===== config.mk =====
export PLATFORM = sky130hd
export DESIGN_NAME = cacheline_mem_arbiter
export DESIGN_NICKNAME = d
export VERILOG_FILES = /design/src/rtl/cacheline_mem_arbiter_pkg.sv /design/src/rtl/cacheline_mem_arbiter_watchdog.sv /design/src/rtl/cacheline_mem_arbiter.sv
export SDC_FILE = /design/constraint.sdc
export NUM_CORES = 1
export LEC_CHECK = 0
export ABC_AREA = 0
export CAP_MARGIN = 25
export CORE_AREA = 2 2 546 548
export CTS_CLUSTER_SIZE = 25
export DETAILED_ROUTE_END_ITERATION = 10
export DIE_AREA = 0 0 548 550
export SYNTH_ARGS = -nofsm -noshare
export SYNTH_HDL_FRONTEND = slang
export SYNTH_SLANG_ARGS = --single-unit

===== constraint.sdc =====
create_clock -name clk -period 2.2 [get_ports clk]
set_input_delay 0.44 -clock clk [delete_from_list [all_inputs] [get_ports clk]]
set_output_delay 0.44 -clock clk [all_outputs]
set_load 0.01 [all_outputs]

===== src/rtl/cacheline_mem_arbiter_pkg.sv =====
// Shared types for the I/D cacheline memory arbiter: FSM state, grant source
// and a small state-decode helper.
package cacheline_mem_arbiter_pkg;

  typedef enum logic [1:0] {
    ARB_IDLE,
    ARB_GNT_I,
    ARB_GNT_D,
    ARB_RELEASE
  } arb_state_t;

  typedef enum logic {
    ARB_SRC_I,
    ARB_SRC_D
  } arb_src_t;

  function automatic logic arb_is_gnt(input arb_state_t s);
    return (s == ARB_GNT_I) || (s == ARB_GNT_D);
  endfunction

endpackage


===== src/rtl/cacheline_mem_arbiter_watchdog.sv =====
// Saturating cycle counter for a granted memory transaction with a sticky
// timeout flag; it only reports a hang and never aborts the transaction.
module cacheline_mem_arbiter_watchdog #(
  parameter int TIMEOUT = 1023
) (
  input  logic clk,
  input  logic rst_n,
  input  logic clear,
  input  logic enable,
  input  logic resp,
  output logic timeout
);

  localparam int CW = (TIMEOUT < 1) ? 1 : $clog2(TIMEOUT + 1);
  localparam logic [CW-1:0] LIMIT = CW'(TIMEOUT);

  logic [CW-1:0] count;

  always_ff @(posedge clk or negedge rst_n) begin
    if (!rst_n) begin
      count   <= '0;
      timeout <= 1'b0;
    end else if (clear) begin
      count <= '0;
    end else if (enable && !resp && (count != LIMIT)) begin
      count <= count + CW'(1);
      if ((count + CW'(1)) == LIMIT) timeout <= 1'b1;
    end
  end

endmodule


===== src/rtl/cacheline_mem_arbiter.sv =====
// Arbitrates the single cacheline-adaptor port between I-cache and D-cache
// misses, one line transaction at a time. Define ARB_RR_EN for round-robin.
module cacheline_mem_arbiter
  import cacheline_mem_arbiter_pkg::*;
#(
  parameter int LINE_W  = 256,
  parameter int ADDR_W  = 32,
  parameter int TIMEOUT = 1023
) (
  input  logic              clk,
  input  logic              rst_n,
  input  logic              i_read,
  input  logic [ADDR_W-1:0] i_addr,
  output logic [LINE_W-1:0] i_rdata,
  output logic              i_resp,
  input  logic              d_read,
  input  logic              d_write,
  input  logic [ADDR_W-1:0] d_addr,
  input  logic [LINE_W-1:0] d_wdata,
  output logic [LINE_W-1:0] d_rdata,
  output logic              d_resp,
  output logic              pmem_read,
  output logic              pmem_write,
  output logic [ADDR_W-1:0] pmem_addr,
  output logic [LINE_W-1:0] pmem_wdata,
  input  logic [LINE_W-1:0] pmem_rdata,
  input  logic              pmem_resp,
  output logic              arb_busy,
  output logic              arb_timeout,
  output arb_state_t        dbg_state
);

  // Handshake: requests are levels held until their 1-cycle x_resp pulse;
  // x_rdata is only meaningful in the cycle x_resp is high.

  arb_state_t state;
  logic       i_req;
  logic       d_req;
  logic       pick_d;
  logic       start;

`ifdef ARB_RR_EN
  arb_src_t last_gnt;
`endif

  always_comb begin
    i_req = i_read;
    d_req = d_read | d_write;
    start = (state == ARB_IDLE) && (i_req || d_req);
`ifdef ARB_RR_EN
    pick_d = d_req && (!i_req || (last_gnt == ARB_SRC_I));
`else
    pick_d = d_req;
`endif
  end

  always_ff @(posedge clk or negedge rst_n) begin
    if (!rst_n) begin
      state      <= ARB_IDLE;
      pmem_read  <= 1'b0;
      pmem_write <= 1'b0;
      pmem_addr  <= '0;
      pmem_wdata <= '0;
`ifdef ARB_RR_EN
      last_gnt   <= ARB_SRC_I;
`endif
    end else begin
      case (state)
        ARB_IDLE: begin
          if (pick_d) begin
            state      <= ARB_GNT_D;
            pmem_addr  <= d_addr;
            pmem_wdata <= d_wdata;
            // An illegal read+write request resolves as a write-back.
            pmem_write <= d_write;
            pmem_read  <= !d_write;
`ifdef ARB_RR_EN
            last_gnt   <= ARB_SRC_D;
`endif
          end else if (i_req) begin
            state      <= ARB_GNT_I;
            pmem_addr  <= i_addr;
            pmem_read  <= 1'b1;
            pmem_write <= 1'b0;
`ifdef ARB_RR_EN
            last_gnt   <= ARB_SRC_I;
`endif
          end
        end
        ARB_GNT_I, ARB_GNT_D: begin
          if (pmem_resp) begin
            state      <= ARB_RELEASE;
            pmem_read  <= 1'b0;
            pmem_write <= 1'b0;
          end
        end
        ARB_RELEASE: state <= ARB_IDLE;
        default:     state <= ARB_IDLE;
      endcase
    end
  end

  assign i_rdata   = pmem_rdata;
  assign d_rdata   = pmem_rdata;
  assign i_resp    = (state == ARB_GNT_I) && pmem_resp;
  assign d_resp    = (state == ARB_GNT_D) && pmem_resp;
  assign arb_busy  = (state != ARB_IDLE);
  assign dbg_state = state;

  cacheline_mem_arbiter_watchdog #(
    .TIMEOUT(TIMEOUT)
  ) u_arb_watchdog (
    .clk    (clk),
    .rst_n  (rst_n),
    .clear  (start),
    .enable (arb_is_gnt(state)),
    .resp   (pmem_resp),
    .timeout(arb_timeout)
  );

  a_no_read_and_write: assert property (@(posedge clk) disable iff (!rst_n) !(d_read && d_write));

endmodule


==> metrics.md <==
| Metric | Value |
|---|---|
| Number of vias per cell | 1.95 |
| FF+latch area | between 7000 and 8000 sq um |
| Root buffer cell | sky130_fd_sc_hd__clkbuf_16 |
| Final cell count without fillers | between 5k and 6k |
| Number of buffers on the longest clock path | 3 |
| Worst-skew pair later-pin latency | 0.62 ns |
| Detailed-route wire length per cell | roughly 30 um |
| Standard cell core area | 296000 sq um |
| Antenna-violating nets left | 0 |
| Count of different cell masters after synthesis | between 40 and 50 |
| DRC violation count after routing | 0 |
| Shortest period the worst path allows | roughly 2.1 ns |
| Number of DRC violations after detailed-routing iteration 0 | about 500 |
| Run status | finished, final reports clean |
| Power per standard cell area | roughly 1400 nW/um^2 |
| Maximum fanout along the worst path | 2 |
| Logic depth of the worst register-to-register path | 4 |
| Boundary Pins | 1390 |
| Cell area after technology mapping | 15800 sq um |
| Number of cells after detailed placement | roughly 5.3k |
| Routability congestion estimate | 0.774 |
| Warning count from the yosys run | 0 |
| Maximum number of pins on one net before global-route repair | between 60 and 70 |
| Layout-stage area growth over the synthesis result | 55.2% |
| Number of global-route vias before repair | 11.6k |
| Antenna violations before repair | 86 |
| Standby leakage power | roughly 8.7 nW |
| Post-synthesis cell count | roughly 1.3k |
| Clock edge transition at the registers on the reported setup and hold paths | about 0.060 ns |
| Critical Path Source Type | flop |
| Arr. time, crit path | 1.70 ns |
| Row count | 200 |
| Worst path cell trace | clkdlybuf4s50_1 |
| Post-DP HPWL | between 100000 and 150000 um |
| Clk sinks | just over 300 |
| Cell types occupying the most area after synthesis | sky130_fd_sc_hd__dfrtp_1 48%, sky130_fd_sc_hd__buf_4 24%, sky130_fd_sc_hd__mux2_2 18% |
| Fillers | 34.1k |
| Final core area utilization | under 10% |
| Worst Setup End Kind | output pin |
| Total Neg Setup Slack | 0 ns |
| Path category of the worst min-delay check | input port to asynchronous set/reset pin |
| Final Hold Fails | 0 |
| Tcrit/Tclk final | 97.3% |
| Start point of the critical path | pmem_wdata[44] |
| Initial standard-cell utilization of the core | under 10% |
| Count of buffer and inverter cells on the critical path | 1 |
| Count of endpoints failing setup in the final report | 0 |
| CTS H-tree depth | 2 |
| Launching point of the worst reg2reg path | u_arb_watchdog.count[2] |
| Critical-path top delay cell | sky130_fd_sc_hd__clkdlybuf4s50_1 |
| Average instance area after synthesis | about 12 sq um |
| Critical path start-end classification | flop to output pin |
| Worst slew pin tran | 0.601 ns |
| Sequential area share after synthesis | 48.1% |
| Via count | around 11k |
| Leading area contributor after synthesis | sky130_fd_sc_hd__dfrtp_1 |
| Area taken by multi-input logic gates | 4130 sq um |
| GRT Resource Usage Total | 10.2% |
| Area of the die | approximately 300000 sq um |
| Setup slack after layout | approximately 0.058 ns |
| Highest-count cells in the layout ignoring fill and taps | 453 x sky130_fd_sc_hd__clkdlybuf4s50_1, 303 x sky130_fd_sc_hd__dfrtp_1, 256 x sky130_fd_sc_hd__mux2_2, 141 x sky130_fd_sc_hd__dlygate4sd2_1, 51 x sky130_fd_sc_hd__buf_4 |
| Final Net Count | between 2k and 2.5k |
| DIE WIDTH | ~550 um |
| Height of the die | 550 um |
| RSZ-0062 raised after global routing | no |
| DRT Pass-1 Iters | 4 |
| Total grt overflow | 0 |
| Final Slew Violations | 0 |
| Capturing point of the worst reg2reg path | u_arb_watchdog.timeout |
| Data required time of the worst path | around 1.8 ns |
| Crit-path leading delay family | buffers and inverters |
| Register-to-register setup slack | ~0.31 ns |
| Most common cell after layout, fill and taps aside | sky130_fd_sc_hd__clkdlybuf4s50_1 |
| Largest stage delay on the critical path | just over 0.7 ns |
| Max-cap violations | 0 |
| Worst slew margin relative to its limit | between 60% and 70% |
| Count of input and output buffers | 621 |
| Total of flip-flops plus latches after synthesis | around 300 |
| Layout cell share with drive strength beyond 1 | 26.9% |
| Fmax | between 400 and 500 MHz |
| Share of the synthesized area in the top cell type | a little under 50% |
| CTS tree | done |
| Maximum ir drop on the vdd rail | ~0.00072 V |
| Worst setup slack before clock tree synthesis | -0.0549 ns |
| Global-route wire length before repair | approximately 180000 um |
| Total nets after synthesis | 1893 |
| Number of buffers created by CTS | 39 |
| Clock Skews | around 0.021 ns |
| Final wirelength | between 150000 and 200000 um |
-- repair_timing --
| action | 4_1_cts | 5_1_grt |
|---|---|---|
| gates resized for setup | 151 | 2 |
| buffers inserted | 1 | 0 |
| endpoints found under the setup margin | 143 | 2 |
| endpoints found under the hold margin | 30 | 0 |
| hold buffers | 1 | 0 |
-- registers in the layout, indices dropped and copies added, names as in the netlist --
register and flops:
pmem_wdata 256, pmem_write 1, pmem_addr 32, pmem_read 1, u_arb_watchdog.timeout 1, dbg_state 2
u_arb_watchdog.count 10
-- worst max-delay path by stage --
stage / to / slack, ns / cells past startpoint
6_report: pmem_wdata[44] / 0.06 / 1
3_5_place_dp: pmem_wdata[50] / -0.05 / 5
2_1_floorplan: pmem_wdata[201] / 0.17 / 7
4_1_cts: pmem_wdata[68] / 0.007 / 1
3_3_place_gp: pmem_wdata[44] / -0.02 / 5
5_1_grt: pmem_wdata[83] / 0.008 / 1
-- power by group --
part / total [W] / internal [W] / switching (W)
sequential: 0.0101 / 0.00840 / 0.00166
combinational: 0.0171 / 0.00753 / 0.00961
clock: 0.00671 / 0.00388 / 0.00284
total: 0.0339 / 0.0198 / 0.0141
-- worst reg2reg max path, cell delays in order, from the launching register on --
cell and delay [ns]:
sky130_fd_sc_hd__dfrtp_1 0.49, sky130_fd_sc_hd__nand3_2 0.19, sky130_fd_sc_hd__or4_4 0.55, sky130_fd_sc_hd__a2111oi_2 0.39
sky130_fd_sc_hd__a41o_1 0.21
-- metal layers --
layer | vias up | GRT usage (%) | routed length, um
li1 | 4140 | - | -
met1 | 4776 | 5.68 | 31100
met2 | 1355 | 16.1 | 70300
met3 | 306 | 15.4 | 52300
met4 | 0 | 3.12 | 5860
met5 | - | 0.0625 | 0
-- kinds of logic (layout without fill, tap and decap cells) --
family	after synthesis	after routing	synth area share, %
fa+ha+maj	5	5	0.397
compound gates	60	60	2.35
buf+inv	565	739	26.0
flops	303	303	48.1
other cells	0	19	0
simple gates	75	75	2.27
xor+xnor	6	6	0.333
mux	292	292	20.6
-- layout make-up --
type                    count  area share [%]
flip-flops and latches    303            31.0
repair buffers            662            26.4
well taps                3939            20.1
multi-input cells         438            16.9
clock buffers              55            4.69
clock inverters            14           0.614
diodes                     19           0.194
inverters                   8           0.123
-- cell usage after synthesis (all sizes together) --
cell     count
a2111oi      2
a211oi       2
a21o         1
a21oi        4
a22o         1
a311oi       2
a31oi        2
a41o         2
and2         4
and3         1
and4         2
buf        542
clkbuf      15
dfrtp      303
ha           5
inv          8
mux2       256
mux2i       36
nand2       37
nand2b       3
nand3        7
nand4        2
nor2        12
nor3         2
nor4         2
o211ai       1
o21ai       38
o22ai        1
o2bb2ai      2
o31ai        2
or4          1
or4b         2
xnor2        4
xor2         2
-- metrics by stage --
stage | power (W) | instance area (sq um) | hold slack, ns
finish | 0.0339 | 24500 | 0.349
global placement | 0.0285 | 23300 | 0.398
detailed placement | 0.0286 | 23300 | 0.388
CTS | 0.0349 | 24400 | 0.308
global route | 0.0366 | 24400 | 0.332
floorplan | 0.0167 | 15800 | 0.144
(Power assumes the default switching activity.)
